<file path="config.mk">
export PLATFORM = sky130hd
export DESIGN_NAME = hwpe_dma_loader
export DESIGN_NICKNAME = d
export VERILOG_FILES = /design/src/rtl/hwpe_dma_loader.sv
export SDC_FILE = /design/constraint.sdc
export NUM_CORES = 1
export LEC_CHECK = 0
export CORE_MARGIN = 10
export CORE_UTILIZATION = 45
export DETAILED_ROUTE_END_ITERATION = 6
export GPL_TIMING_DRIVEN = 1
export PLACE_DENSITY = 0.75
export SLEW_MARGIN = 15
export SYNTH_ARGS = -nofsm -noshare
export SYNTH_HDL_FRONTEND = slang
export SYNTH_SLANG_ARGS = --single-unit
export TNS_END_PERCENT = 20
</file>
<file path="constraint.sdc">
create_clock -name clk -period 5.2 [get_ports clk]
set_clock_uncertainty 0.2 [all_clocks]
set_input_delay 1.04 -clock clk [delete_from_list [all_inputs] [get_ports clk]]
set_output_delay 1.04 -clock clk [all_outputs]
set_load 0.05 [all_outputs]
</file>
<file path="src/rtl/hwpe_dma_loader.sv">
// hwpe_dma_loader: preloads FMAP bank 1, FMAP bank 2 and KERNEL into hwpe.
// Optional cycle counter port perf_cycles when HWPE_DMA_PERF_CNT_EN is defined.
module hwpe_dma_loader #(
   parameter int ADDR_W = 16,
   parameter int SRC_AW = 32,
   parameter int LEN_W  = 16
) (
   input  logic              clk,
   input  logic              rst_n,
   input  logic              start,
   input  logic [SRC_AW-1:0] cfg_f1_src,
   input  logic [ADDR_W-1:0] cfg_f1_dst,
   input  logic [LEN_W-1:0]  cfg_f1_len,
   input  logic [SRC_AW-1:0] cfg_f2_src,
   input  logic [ADDR_W-1:0] cfg_f2_dst,
   input  logic [LEN_W-1:0]  cfg_f2_len,
   input  logic [SRC_AW-1:0] cfg_k_src,
   input  logic [ADDR_W-1:0] cfg_k_dst,
   input  logic [LEN_W-1:0]  cfg_k_len,
   output logic              src_req_valid,
   input  logic              src_req_ready,
   output logic [SRC_AW-1:0] src_req_addr,
   input  logic              src_rsp_valid,
   input  logic [63:0]       src_rsp_data,
   output logic              dma_wen,
   output logic [ADDR_W-1:0] dma_wa,
   output logic [63:0]       dma_wd,
   output logic              busy,
   output logic              done,
   output logic              fmap_done,
   output logic              kernel_done,
   output logic              err_start
`ifdef HWPE_DMA_PERF_CNT_EN
   ,
   output logic [31:0]       perf_cycles
`endif
);

   typedef enum logic [1:0] {IDLE, REQ, WAIT, FIN} state_t;

   localparam logic [1:0] SEG_NONE = 2'd3;

   state_t state, state_nx;

   logic [1:0]              seg;
   logic [LEN_W-1:0]        beat;
   logic [2:0][SRC_AW-1:0]  src_q;
   logic [2:0][ADDR_W-1:0]  dst_q;
   logic [2:0][LEN_W-1:0]   len_q;

   logic [SRC_AW-1:0] cur_src;
   logic [ADDR_W-1:0] cur_dst;
   logic [LEN_W-1:0]  cur_len;
   logic [1:0]        seg_first;
   logic [1:0]        seg_next;
   logic              last_beat;
   logic              accept;
   logic              rsp;

   // First non-empty segment at index >= from; SEG_NONE if none remain.
   function automatic logic [1:0] pick(
      input logic [1:0]       from,
      input logic [LEN_W-1:0] l0,
      input logic [LEN_W-1:0] l1,
      input logic [LEN_W-1:0] l2
   );
      pick = SEG_NONE;
      if (from <= 2'd2 && l2 != '0) pick = 2'd2;
      if (from <= 2'd1 && l1 != '0) pick = 2'd1;
      if (from == 2'd0 && l0 != '0) pick = 2'd0;
   endfunction

   // Current segment descriptor and segment-sequencing decisions.
   always_comb begin
      cur_src = src_q[0];
      cur_dst = dst_q[0];
      cur_len = len_q[0];
      case (seg)
         2'd1: begin
            cur_src = src_q[1];
            cur_dst = dst_q[1];
            cur_len = len_q[1];
         end
         2'd2: begin
            cur_src = src_q[2];
            cur_dst = dst_q[2];
            cur_len = len_q[2];
         end
         default: ;
      endcase
      seg_first = pick(2'd0, cfg_f1_len, cfg_f2_len, cfg_k_len);
      seg_next  = pick(seg + 2'd1, len_q[0], len_q[1], len_q[2]);
      last_beat = (beat == cur_len - LEN_W'(1));
   end

   assign accept        = start && (state == IDLE);
   assign rsp           = src_rsp_valid && (state == WAIT);
   assign src_req_valid = (state == REQ);
   assign src_req_addr  = cur_src + (SRC_AW'(beat) << 3);
   assign busy          = (state != IDLE);
   assign done          = (state == FIN);

   // FSM state register.
   always_ff @(posedge clk or negedge rst_n) begin
      if (!rst_n) state <= IDLE;
      else        state <= state_nx;
   end

   // FSM next state: one outstanding read, FIN marks the end of a load.
   always_comb begin
      state_nx = state;
      case (state)
         IDLE: if (start)
            state_nx = (seg_first == SEG_NONE) ? FIN : REQ;
         REQ: if (src_req_ready)
            state_nx = WAIT;
         WAIT: if (src_rsp_valid)
            state_nx = (last_beat && seg_next == SEG_NONE) ? FIN : REQ;
         FIN: state_nx = IDLE;
         default: state_nx = IDLE;
      endcase
   end

   // Config latch, beat/segment tracking, write port and status flags.
   always_ff @(posedge clk or negedge rst_n) begin
      if (!rst_n) begin
         seg         <= 2'd0;
         beat        <= '0;
         src_q       <= '0;
         dst_q       <= '0;
         len_q       <= '0;
         dma_wen     <= 1'b0;
         dma_wa      <= '0;
         dma_wd      <= '0;
         fmap_done   <= 1'b0;
         kernel_done <= 1'b0;
         err_start   <= 1'b0;
      end else begin
         dma_wen <= 1'b0;
         if (accept) begin
            src_q       <= {cfg_k_src, cfg_f2_src, cfg_f1_src};
            dst_q       <= {cfg_k_dst, cfg_f2_dst, cfg_f1_dst};
            len_q       <= {cfg_k_len, cfg_f2_len, cfg_f1_len};
            seg         <= (seg_first == SEG_NONE) ? 2'd0 : seg_first;
            beat        <= '0;
            fmap_done   <= (seg_first >= 2'd2);
            kernel_done <= (seg_first == SEG_NONE);
            err_start   <= 1'b0;
         end else if (start) begin
            err_start <= 1'b1;
         end
         if (rsp) begin
            dma_wen <= 1'b1;
            dma_wa  <= cur_dst + (ADDR_W'(beat) << 3);
            dma_wd  <= src_rsp_data;
            if (last_beat) begin
               beat <= '0;
               if (seg_next != SEG_NONE) seg <= seg_next;
               if (seg_next >= 2'd2) fmap_done <= 1'b1;
               if (seg_next == SEG_NONE) kernel_done <= 1'b1;
            end else begin
               beat <= beat + LEN_W'(1);
            end
         end
      end
   end

`ifdef HWPE_DMA_PERF_CNT_EN
   // Busy-cycle counter: cleared on accepted start, saturating, frozen when idle.
   always_ff @(posedge clk or negedge rst_n) begin
      if (!rst_n)
         perf_cycles <= '0;
      else if (accept)
         perf_cycles <= '0;
      else if (busy && perf_cycles != 32'hFFFF_FFFF)
         perf_cycles <= perf_cycles + 32'd1;
   end
`else
   // No cycle counter in this build.
`endif

endmodule

</file>
==> metrics.md <==
| Metric | Value |
|---|---|
| Result of the run | finished, final reports clean |
| Die width | roughly 200 µm |
| R2R Setup Slk | between 0.8 and 0.9 ns |
| Synth Area per Inst | between 10 and 15 µm² |
| Core Rows | 66 |
| Most frequently used flop master after synthesis | dfrtp_1 |
| Area added between synthesis and finish | 41.6% |
| Clock input transition at the sequential cells of the worst setup and hold paths | about 0.06 ns |
| Final total power | around 13,000 µW |
| CTS Hold Bufs | 0 |
| Combinational share of power | around 50% |
| Wirelength, routed | 46,400 µm |
| Switching pwr | 5230 µW |
| Sequential cell area fraction in the yosys report | 49.7% |
| Count of flip-flops with a built-in enable after synthesis | 0 |
| Clock latency on the worst-skew pair | roughly 0.53 ns |
| Pwr per Cell Area | 610 mW/mm² |
| Number of setup violations in the final report | 0 |
| Initial core utilization | 45.6% |
| Detailed-route wire length per cell | 20.7 µm |
| Height of the die | 202 µm |
| Worst hold-check path type | register to register |
| Number of sinks handled by clock tree synthesis | around 300 |
| Share of the clock period used by the worst path | 99.7% |
| Critical Path RT | 3.96 ns |
| Number of warning messages in the yosys log | 0 |
| Hold Fails Final Rpt | 0 |
| Clock buffer depth | 3 |
| Final Max Tran Viols | 0 |
| Post-synthesis cell type with the largest combined area | dfrtp_1 |
| Layout cells sized above 1 | 21.5% |
| Slowest library cell on the worst path | dfrtp_1 |
| Remaining number of nets flagged by the antenna check after routing | 0 |
| Root Buffer Master | clkbuf_16 |
| Number of search-and-repair iterations in the first detailed-routing pass | 5 |
| Number of H-tree levels | 2 |
| GR Util met3 | slightly below 6% |
| TritonCTS Buffers | 35 |
| Minimum clock period | 5.18 ns |
| Met1 routing resource usage after global routing | 28.1% |
| Highest achievable clock rate | about 190 MHz |
| Worst slack after detailed placement | 0.263 ns |
| CTS tree | built |
| Detailed router's first-iteration violation count | 832 |
| Slew @ Worst Pin | 1.01 ns |
| Static Leak | just over 0.009 µW |
| Largest driver fanout on the critical path | 4 |
| Crit-path cells | inv_2, ha_4, a22oi_2, o21ai_2, ha_2, fa_2, a21o_1, a21oi_2, o21bai_1, a2111o_1, nand4_1, a21boi_2, o31ai_4, buf_6, nand2b_4, xnor2_2, buf_12 |
| Headroom to the max-slew limit | 33.0% |
| Internal power summed over all cells | 7620 µW |
| Wire length of the first global-routing pass | 73,500 µm |
| Final routed DRC violation total | 0 |
| Largest cells by area after synthesis | dfrtp_1 (50%), mux2_2 (15%), nand2_1 (7.0%) |
| Global placer's final weighted congestion | 0.882 |
| Crit Path Class | register to primary output |
| Filler cell count in the final layout | 2,514 |
| Number of antenna violations at the first check in global routing | 1 |
| Sequential power share | between 30% and 40% |
| Cell area after technology mapping | between 0.01 and 0.015 mm² |
| Data arrival time of the critical path | between 3 and 4 ns |
| Via density per instance | 5.54 |
| Net count reported at finish | between 2,000 and 2,500 |
| Max-cap violation count | 0 |
| Largest voltage drop on the vdd net | between 0.3 and 0.4 mV |
| Number of distinct library cell variants in the gate-level netlist after synthesis | 68 |
| Worst path setup slack after routing | about 0.018 ns |
| Diode count | 0 |
| Core area | 0.0326 mm² |
| HPWL after DPL | 35,000 µm |
| Async SR Flop Fraction | 100% |
| Count of buffers from port buffering | 379 |
| Met2 GRT Util | 37.3% |
| Global Route Usage Sum | 22.3% |
| Vias in the first global route | between 10,000 and 15,000 |
| Yosys top cell area share | roughly half |
| Peak per-stage delay on the critical path | about 0.42 ns |
| GR peak layer | met2 |
| Element type at the critical path start | register |
| Global route overflow | 0 |
| Synthesized instance count | 1,400 |
| Maximum number of pins on one net before global-route repair | 123 |
| Setup repair after global routing missed its margin | true |
| Share of power burned in the clock network | 19.7% |
| Yosys reg bits | 296 |
| Die area | 0.0408 mm² |
| Net switching fraction of the power | 40.7% |
| Overall via count from detail_route | 12,435 |
| Crit path capture type | primary output |
| Number of nets produced by synthesis | 1,697 |
| Count of pins on the block boundary | 380 |
[worst max-delay path: cells and delay by family (launching register included)]
kind	cells	cell delay, ns
AOI/OAI and AO/OA	8	1.47
xor gates and xnor gates	1	0.13
adders and majority gates	3	0.72
buffers and inverters	3	0.41
DFF	1	0.42
and+or+nand+nor	2	0.25
[repair_timing]
item                       CTS  global route
buffers inserted             7             0
gates cloned                 0             0
pin swaps                    3             3
setup endpoints to repair   14            12
gates resized for setup     14            16
[cells by family after synthesis]
kind of cell | after synthesis | share of synthesized area, %
DFF | 296 | 49.7
adders and majority gates | 37 | 3.19
and+or+nand+nor | 465 | 14.3
AOI/OAI and AO/OA | 255 | 11.9
buffers and inverters | 99 | 2.90
xor gates and xnor gates | 47 | 2.76
muxes | 201 | 15.1
[sequential cells by signal, summed over array words and instances (netlist names)]
name         count
kernel_done      1
dma_wen          1
dma_wa          16
dst_q           48
dma_wd          64
beat            16
state            2
seg              2
err_start        1
src_q           96
len_q           48
fmap_done        1
[cell usage after synthesis, drive strengths merged, types with 3 or more instances]
cell type / count
o21a: 5
nor4: 30
a21o: 19
a22o: 3
and3: 16
dfrtp: 296
nand2b: 13
a41oi: 3
nor2b: 10
a22oi: 35
nand4: 13
o21bai: 5
or2: 9
mux2i: 8
nand2: 281
clkbuf: 58
nand3: 25
o311a: 3
a221o: 23
nor2: 35
xnor2: 39
o22ai: 4
and2: 5
xor2: 8
a21oi: 18
inv: 22
a221oi: 9
a31oi: 14
ha: 34
buf: 19
nor3: 13
or3: 6
or4: 5
o21ai: 92
mux2: 193
[cells in the final DEF, fill, tap and decap left out, types with 7 or more instances in the layout]
master           Yosys  routed
a21o_1              19      19
a21oi_1             18      14
a221o_1             23      23
a22oi_1             35      34
a31oi_1             14      14
and3_1              16      15
buf_12               0      27
buf_4                2      30
clkbuf_16            0      36
clkbuf_8             0       8
clkdlybuf4s50_1      0     352
clkinv_2             0       7
dfrtp_1            296     295
ha_1                34      31
inv_1               22      19
mux2_2             193     193
mux2i_1              8       8
nand2_1            279     279
nand2b_1            13      11
nand3_1             25      25
nand4_1             12      12
nor2_1              33      28
nor2b_1             10      10
nor3_1              13      10
nor4_1              29      29
o21ai_0             90      86
or2_2                9       8
xnor2_1             39      24
xnor2_4              0       9
[layer usage]
metal,part of all wire [%],wire [µm],vias to the layer above
met4,2.3,1060,2
met3,8.2,3830,78
met1,41,19100,6118
met5,0.028,13,-
met2,48,22400,464
li1,-,-,5773
[cell type report]
cell class	count	area, µm²	area share [%]
multi-input combinational	1005	7440	35.3
sequential	296	7410	35.1
timing repair buffer	417	4400	20.9
clock buffer	49	1030	4.88
tap	442	553	2.62
clock inverter	14	166	0.789
inverter	22	82.6	0.392
[metrics by stage]
step / hold WS (ns) / setup TNS [ns] / instances / util (%) / cell area [µm²]
after floorplan: 0.275 / -1.52 / 1400 / - / 15200
after global placement: 0.256 / 0 / 2175 / 60.4 / 19700
after detailed placement: 0.261 / 0 / 2175 / 60.4 / 19700
after CTS: 0.275 / 0 / 2245 / 64.5 / 21000
after global routing: 0.293 / -0.840 / 2245 / 64.6 / 21100
final: 0.271 / 0 / 2245 / 64.6 / 21100
[power groups by stage]
| stage | registers (µW) | clock network (µW) | logic [µW] |
|---|---|---|---|
| 2_1_floorplan | 4890 | 0 | 3130 |
| 3_3_place_gp | 4060 | 0 | 6130 |
| 3_5_place_dp | 4100 | 0 | 6250 |
| 4_1_cts | 4060 | 2570 | 6280 |
| 5_1_grt | 4200 | 2670 | 6670 |
| 6_report | 4070 | 2530 | 6250 |
[path summary, 6_finish.rpt]
path | cells past startpoint | startpoint | endpoint
worst max register to register | 16 | seg[0] | seg[0]
worst min register to register | 2 | dma_wd[32] | dma_wd[32]
worst min-delay path | 2 | dma_wd[32] | dma_wd[32]
min in group asynchronous | 1 | rst_n | src_q[90]
worst max-delay path | 17 | seg[0] | src_req_addr[29]
max in group asynchronous | 2 | rst_n | src_q[40]
Note: power is estimated with default switching activity, not from simulation.
